===== src/rtl/regfile_pkg.sv =====
// rtl/regfile_pkg.sv - shared constants for the parametrised register file
package regfile_pkg;

   localparam logic [0:0] ST_IDLE  = 1'b0;
   localparam logic [0:0] ST_CLEAR = 1'b1;

   localparam int DEFAULT_DATA_W = 8;
   localparam int DEFAULT_DEPTH  = 4;

endpackage


===== src/rtl/regfile_param.sv =====
// rtl/regfile_param.sv - 1W/2R register file with walking clear; REGFILE_BYPASS_EN enables write-to-read forwarding
module regfile_param
   import regfile_pkg::*;
#(
   parameter int DATA_W   = DEFAULT_DATA_W,
   parameter int DEPTH    = DEFAULT_DEPTH,
   parameter int ADDR_W   = $clog2(DEPTH),
   parameter bit ZERO_REG = 1'b0
) (
   input  logic              sysclk,
   input  logic              reset,
   input  logic [DATA_W-1:0] w,
   input  logic              rw,
   input  logic [ADDR_W-1:0] wsel,
   input  logic [ADDR_W-1:0] rsel0,
   input  logic [ADDR_W-1:0] rsel1,
   output logic [DATA_W-1:0] read0,
   output logic [DATA_W-1:0] read1,
   input  logic              clr,
   output logic              busy,
   output logic              wr_drop
);

   // One extra bit so non-power-of-two depths can be range-checked.
   localparam logic [ADDR_W:0]   DEPTH_X  = (ADDR_W + 1)'(DEPTH);
   localparam logic [ADDR_W-1:0] LAST_IDX = ADDR_W'(DEPTH - 1);

   logic [DATA_W-1:0] regs_q [DEPTH];
   logic [DATA_W-1:0] regs_d [DEPTH];
   logic [0:0]        state_q, state_d;
   logic [ADDR_W-1:0] ptr_q, ptr_d;
   logic              wr_drop_q, wr_drop_d;
   logic              wsel_ok;
   logic              wr_en;
   logic [ADDR_W-1:0] rsel  [2];
   logic [DATA_W-1:0] rdata [2];

   always_comb begin
      wsel_ok = ({1'b0, wsel} < DEPTH_X);
      wr_en   = rw && (state_q == ST_IDLE) && wsel_ok && !(ZERO_REG && (wsel == '0));
   end

   always_comb begin
      regs_d    = regs_q;
      state_d   = state_q;
      ptr_d     = ptr_q;
      // Zero-register writes are ignored quietly; only CLEAR and bad addresses flag a drop.
      wr_drop_d = rw && ((state_q == ST_CLEAR) || !wsel_ok);
      if (state_q == ST_IDLE) begin
         if (wr_en) begin
            regs_d[wsel] = w;
         end
         if (clr) begin
            state_d = ST_CLEAR;
            ptr_d   = '0;
         end
      end else begin
         regs_d[ptr_q] = '0;
         if (ptr_q == LAST_IDX) begin
            state_d = ST_IDLE;
            ptr_d   = '0;
         end else begin
            ptr_d = ptr_q + ADDR_W'(1);
         end
      end
   end

   always_ff @(posedge sysclk) begin
      if (reset) begin
         for (int i = 0; i < DEPTH; i++) begin
            regs_q[i] <= '0;
         end
         state_q   <= ST_IDLE;
         ptr_q     <= '0;
         wr_drop_q <= 1'b0;
      end else begin
         regs_q    <= regs_d;
         state_q   <= state_d;
         ptr_q     <= ptr_d;
         wr_drop_q <= wr_drop_d;
      end
   end

   assign rsel[0] = rsel0;
   assign rsel[1] = rsel1;

   always_comb begin
      for (int p = 0; p < 2; p++) begin
         rdata[p] = '0;
         if (({1'b0, rsel[p]} < DEPTH_X) && !(ZERO_REG && (rsel[p] == '0))) begin
            rdata[p] = regs_q[rsel[p]];
         end
`ifdef REGFILE_BYPASS_EN
         if (wr_en && (rsel[p] == wsel)) begin
            rdata[p] = w;
         end
`endif
      end
   end

   assign read0   = rdata[0];
   assign read1   = rdata[1];
   assign busy    = (state_q == ST_CLEAR);
   assign wr_drop = wr_drop_q;

endmodule


===== config.mk =====
export PLATFORM = sky130hd
export DESIGN_NAME = regfile_param
export DESIGN_NICKNAME = d
export VERILOG_FILES = /design/src/rtl/regfile_pkg.sv /design/src/rtl/regfile_param.sv
export SDC_FILE = /design/constraint.sdc
export NUM_CORES = 1
export LEC_CHECK = 0
export BUFFER_PORTS_ARGS = -buffer_cell sky130_fd_sc_hd__buf_4
export CAP_MARGIN = 40
export CORE_MARGIN = 5
export CORE_UTILIZATION = 48
export DETAILED_ROUTE_END_ITERATION = 8
export PLACE_DENSITY = 0.74
export REMOVE_ABC_BUFFERS = 1
export SLEW_MARGIN = 20
export SYNTH_ARGS = -nofsm -noshare
export SYNTH_HDL_FRONTEND = slang
export SYNTH_SLANG_ARGS = --single-unit

===== constraint.sdc =====
create_clock -name sysclk -period 1.6 [get_ports sysclk]
set_input_delay 0.4 -clock sysclk [delete_from_list [all_inputs] [get_ports sysclk]]
set_output_delay 0.4 -clock sysclk [all_outputs]
set_load 0.01 [all_outputs]

# Yosys cells after proc, flatten, opt, wreduce, memory -nomap -nowiden
# Cells that the tools add are included.
# W data, S select, Z words.
# totals
word_cells	47
output_inout_bits	18
regBits	36
# classes
n_lt_le_gt_ge	6
eq_ne	1
reduce_logical	6
n_bitwise	7
addsub	1
muxes	19
# ops
op	count
$mux W32	2
$mux W8	6
$and A32 B32 Y32	1
$bmux W8 S2	2
$bwmux W32	1
$demux W8 S2	2
$not A32 Y32	1
$ge A3 B3 Y1 const B	4
$not A2 Y3	4
$lt A3 B1 Y1 const B	2
$mux W2	3
$logic_and A1 B1 Y1	4
$reduce_bool A2 Y1	2
$mux W1	3
$add A2 B1 Y2 const B	1
$eq A2 B2 Y1 const B	1
$not A1 Y1	1

# Longest topological paths before layout
# logic_depth
depth_word	8
depth_mapped	5
mapped_depth_nobuf	5

# Worst setup path after synthesis
# OpenSTA, ideal clock, no wires.
# synth_timing
kind	input port to output port
startpoint	input rsel0[0]
endpoint	output read0[7]
path_slack_ps	-56
path_stages	2
arrival_ps	1256
required_time_ps	1200
path_cell_list	clkbuf_1 > mux4_2
# synth_between
elab_chain_len	4
# synth_rtl
element	line	source
start, declared	regfile_param.sv:15	input logic [ADDR_W-1:0] rsel0,
$not A2 Y3 (implied by the code)	regfile_param.sv:91	rdata[p] = regs_q[rsel[p]];
$bmux W8 S2	regfile_param.sv:91	
$mux W8 (implied by the code) (2 in a row)	regfile_param.sv:91	
end, declared	regfile_param.sv:17	output logic [DATA_W-1:0] read0,
# Every way passes these cells. The select of a mux whose other input is x is not followed.

# Worst setup path in the final report
# layout_timing
startpoint	register regs_q[3] in the netlist's numbering
endpoint	output read0[3]
# layout_between
elab_chain_len	3
# layout_rtl
element	line	source
start, declared	regfile_param.sv:28	logic [DATA_W-1:0] regs_q [DEPTH];
start signal, assigned	regfile_param.sv:77	regs_q <= regs_d;
$bmux W8 S2	regfile_param.sv:91	
$mux W8 (implied by the code) (2 in a row)	regfile_param.sv:91	
# Every way passes these cells. The select of a mux whose other input is x is not followed.

==> metrics.md <==
| Metric | Value |
|---|---|
| Status | `complete, but fails checks` |
| Violated checks | `setup timing` |
| Clk slew on worst S/H paths | `100 ps` |
| Setup crit end kind | `output port` |
| WL/cell | `17.3 um` |
| Share of layout cells above drive strength 1 | `0.420` |
| Post-route minimum period | `1720 ps` |
| Max Fanout on Critical Path | `3` |
| Async S/R FF share, synth | `0` |
| Area of the core | `0.00339 sq mm` |
| HPWL after DPL | `3.01 mm` |
| Synth-to-Final Area Change | `30.6%` |
| Fmax | `581 MHz` |
| Yosys top cell area share | `0.424` |
| RePlAce Congestion | `0.859` |
| Row count | `21` |
| Slew Limit Fails | `0` |
| Design area | `0.00222 sq mm` |
| Crit share post-route | `1.08` |
| Syn. warnings | `0` |
| Worst clock skew | `10.2 ps` |
| Worst-Skew Late Latency | `340 ps` |
| Power per cell area | `823 mW/mm^2` |
| Initial Util | `0.502` |
| Sequential share of power | `0.517` |
| Slew of the pin with the lowest slew margin | `208 ps` |
| Clk root buf | `clkbuf_4` |
| GRT Total Usage | `0.199` |
| Htree depth | `2` |
| Worst EP arrival | `1320 ps` |
| Top sig layer | `met4` |
| Mapped Cells | `163` |
| Top cells by area, synth | `dfxtp_1, mux4_2, nand3_1, o21ai_0, ha_1` |
| Iteration-0 DRC Markers | `126` |
| Via/cell ratio | `5.74` |
| Die Area | `0.00483 sq mm` |
| Sw frac | `0.242` |
| Critical path class | `reg -> out` |
| Synth Flop Type | `dfxtp_1` |
| Critical path launch point type | `flip-flop` |
| Synth top cells by count | `dfxtp_1, nand3_1, o21ai_0` |
| Die Y | `69.5 um` |
| Post-synth EDFFs | `0` |
| Internal power | `1.39 mW` |
| Number of buffers created by CTS | `5` |
| WL met2 | `2.27 mm` |
| WL met1 | `1.68 mm` |
| Nets | `229` |
| Count leader, synth | `dfxtp_1` |
| Overflow left after global routing | `0` |
| Pin count of the biggest net entering global routing | `17` |
| Seq/Total Area, Yosys | `0.424` |
| Mapped Area | `0.00170 sq mm` |
| Combinational Power Share | `0.143` |
| First-pass GRT wire length | `7.44 mm` |
| Worst hold path type | `in -> reg` |
| # DRC | `0` |
| Clk pwr share | `0.340` |
| Ant diodes | `0` |
| Final setup vio count | `16` |
| Drt first pass iters | `4` |
| Fin. Hold Viols | `0` |
| Vias in the first global route | `1,500` |
| PortBufs | `35` |
| Mapped Avg Cell Area | `10.4 sq um` |
| Filler cells | `262` |
| Initial antenna violation count | `0` |
| RSZ-0062 raised after global routing | `yes` |
| TritonCTS clock tree | `done` |
| Vias post-DR | `1,452` |
| # Max-Cap Violations | `0` |
| Antenna viol nets, final | `0` |
| Fin Hold WS | `315 ps` |
| Seq cells post-synth | `36` |
| Critical Path RT | `1200 ps` |
| Cell variety after synth | `20` |
| Total wire length | `4.39 mm` |
| Synth area leader | `dfxtp_1` |
| Met3 WL | `377 um` |
| Final worst setup slack | `-122 ps` |
| Placed instance area | `0.00207 sq mm` |
| Relative slew slack | `0.860` |
| Clock Sinks | `36` |
| Net Sw Power | `443 uW` |
| Die width | `69.5 um` |
| Worst vdd ir | `0.488 mV` |
| Clock Tree Buf Depth | `2` |
| Io pins | `36` |
| Leakage power | `0.861 nW` |
flip-flops by register name, summed over array words and instances, names as in the netlist:
register,cells
busy,1
regs_q,32
ptr_q,2
wr_drop,1
through the flow:
stage	cells	setup TNS, ps	power (mW)	util	setup WS, ps
finish	253	-1400	1.83	0.655	-122
global route	253	-2100	1.92	0.655	-167
CTS	253	-1530	1.84	0.653	-109
detailed placement	245	-937	1.21	0.609	-82.1
global placement	245	-769	1.20	0.609	-61.4
floorplan	150	0	1.07	-	82.6
cell usage in the layout (no fill, tap or decap), drive strengths merged, types with 4 or more instances in the layout:
master / instances
clkbuf: 6
ha: 5
nor2: 4
nand2b: 8
a21oi: 6
nand3: 32
buf: 49
mux4: 16
o21ai: 32
dfxtp: 36
power groups by stage:
stage | combinational [mW] | sequential (mW) | clock [mW]
after floorplan | 0.105 | 0.963 | 0
after global placement | 0.243 | 0.960 | 0
after detailed placement | 0.250 | 0.964 | 0
after CTS | 0.262 | 0.944 | 0.635
after global routing | 0.286 | 0.950 | 0.682
final | 0.261 | 0.946 | 0.622
cells by family after synthesis:
group                      share of synthesized area
and+or+nand+nor                                0.168
AOI/OAI and AO/OA                              0.112
DFF                                            0.424
muxes                                          0.218
buffers and inverters                         0.0419
adders and majority gates                     0.0368
final timing paths:
| check | start | endpoint | slack [ps] | cells past startpoint |
|---|---|---|---|---|
| worst max register to register | ptr_q[0]$_SDFFE_PP0P_ | regs_q[28]$_SDFFE_PP0P_ | 270 | 6 |
| worst max-delay path | regs_q[3]$_SDFFE_PP0P_ | read0[3] | -120 | 2 |
| worst min-delay path | rw | wr_drop$_SDFF_PP0_ | 320 | 3 |
| worst min register to register | regs_q[26]$_SDFFE_PP0P_ | regs_q[26]$_SDFFE_PP0P_ | 480 | 2 |
cell type report:
type,count,area (sq um),share of cell area
clock buffers,6,41.3,0.0186
clock inverters,2,35.0,0.0158
repair buffers,49,428,0.193
flip-flops and latches,36,739,0.333
well taps,46,57.6,0.0259
multi-input cells,111,908,0.409
inverters,3,11.3,0.00507
layer usage:
layer,global-route usage,vias to the layer above
li1,-,691
met1,0.230,688
met2,0.350,67
met3,0.0609,6
met4,0.0586,0
met5,0,-
critical path, stage by stage, from the launching register on:
cell and delay, ps:
dfxtp_2 350, mux4_2 490, buf_6 140
timing repair:
item                       in CTS  in global routing
setup endpoints to repair      16                 16
buffers inserted                0                  0
hold buffers                    0                  0
hold endpoints to repair        0                  0
gates resized for setup        26                  5
pin swaps                       0                  0
Power figures use the tool's default switching activity.
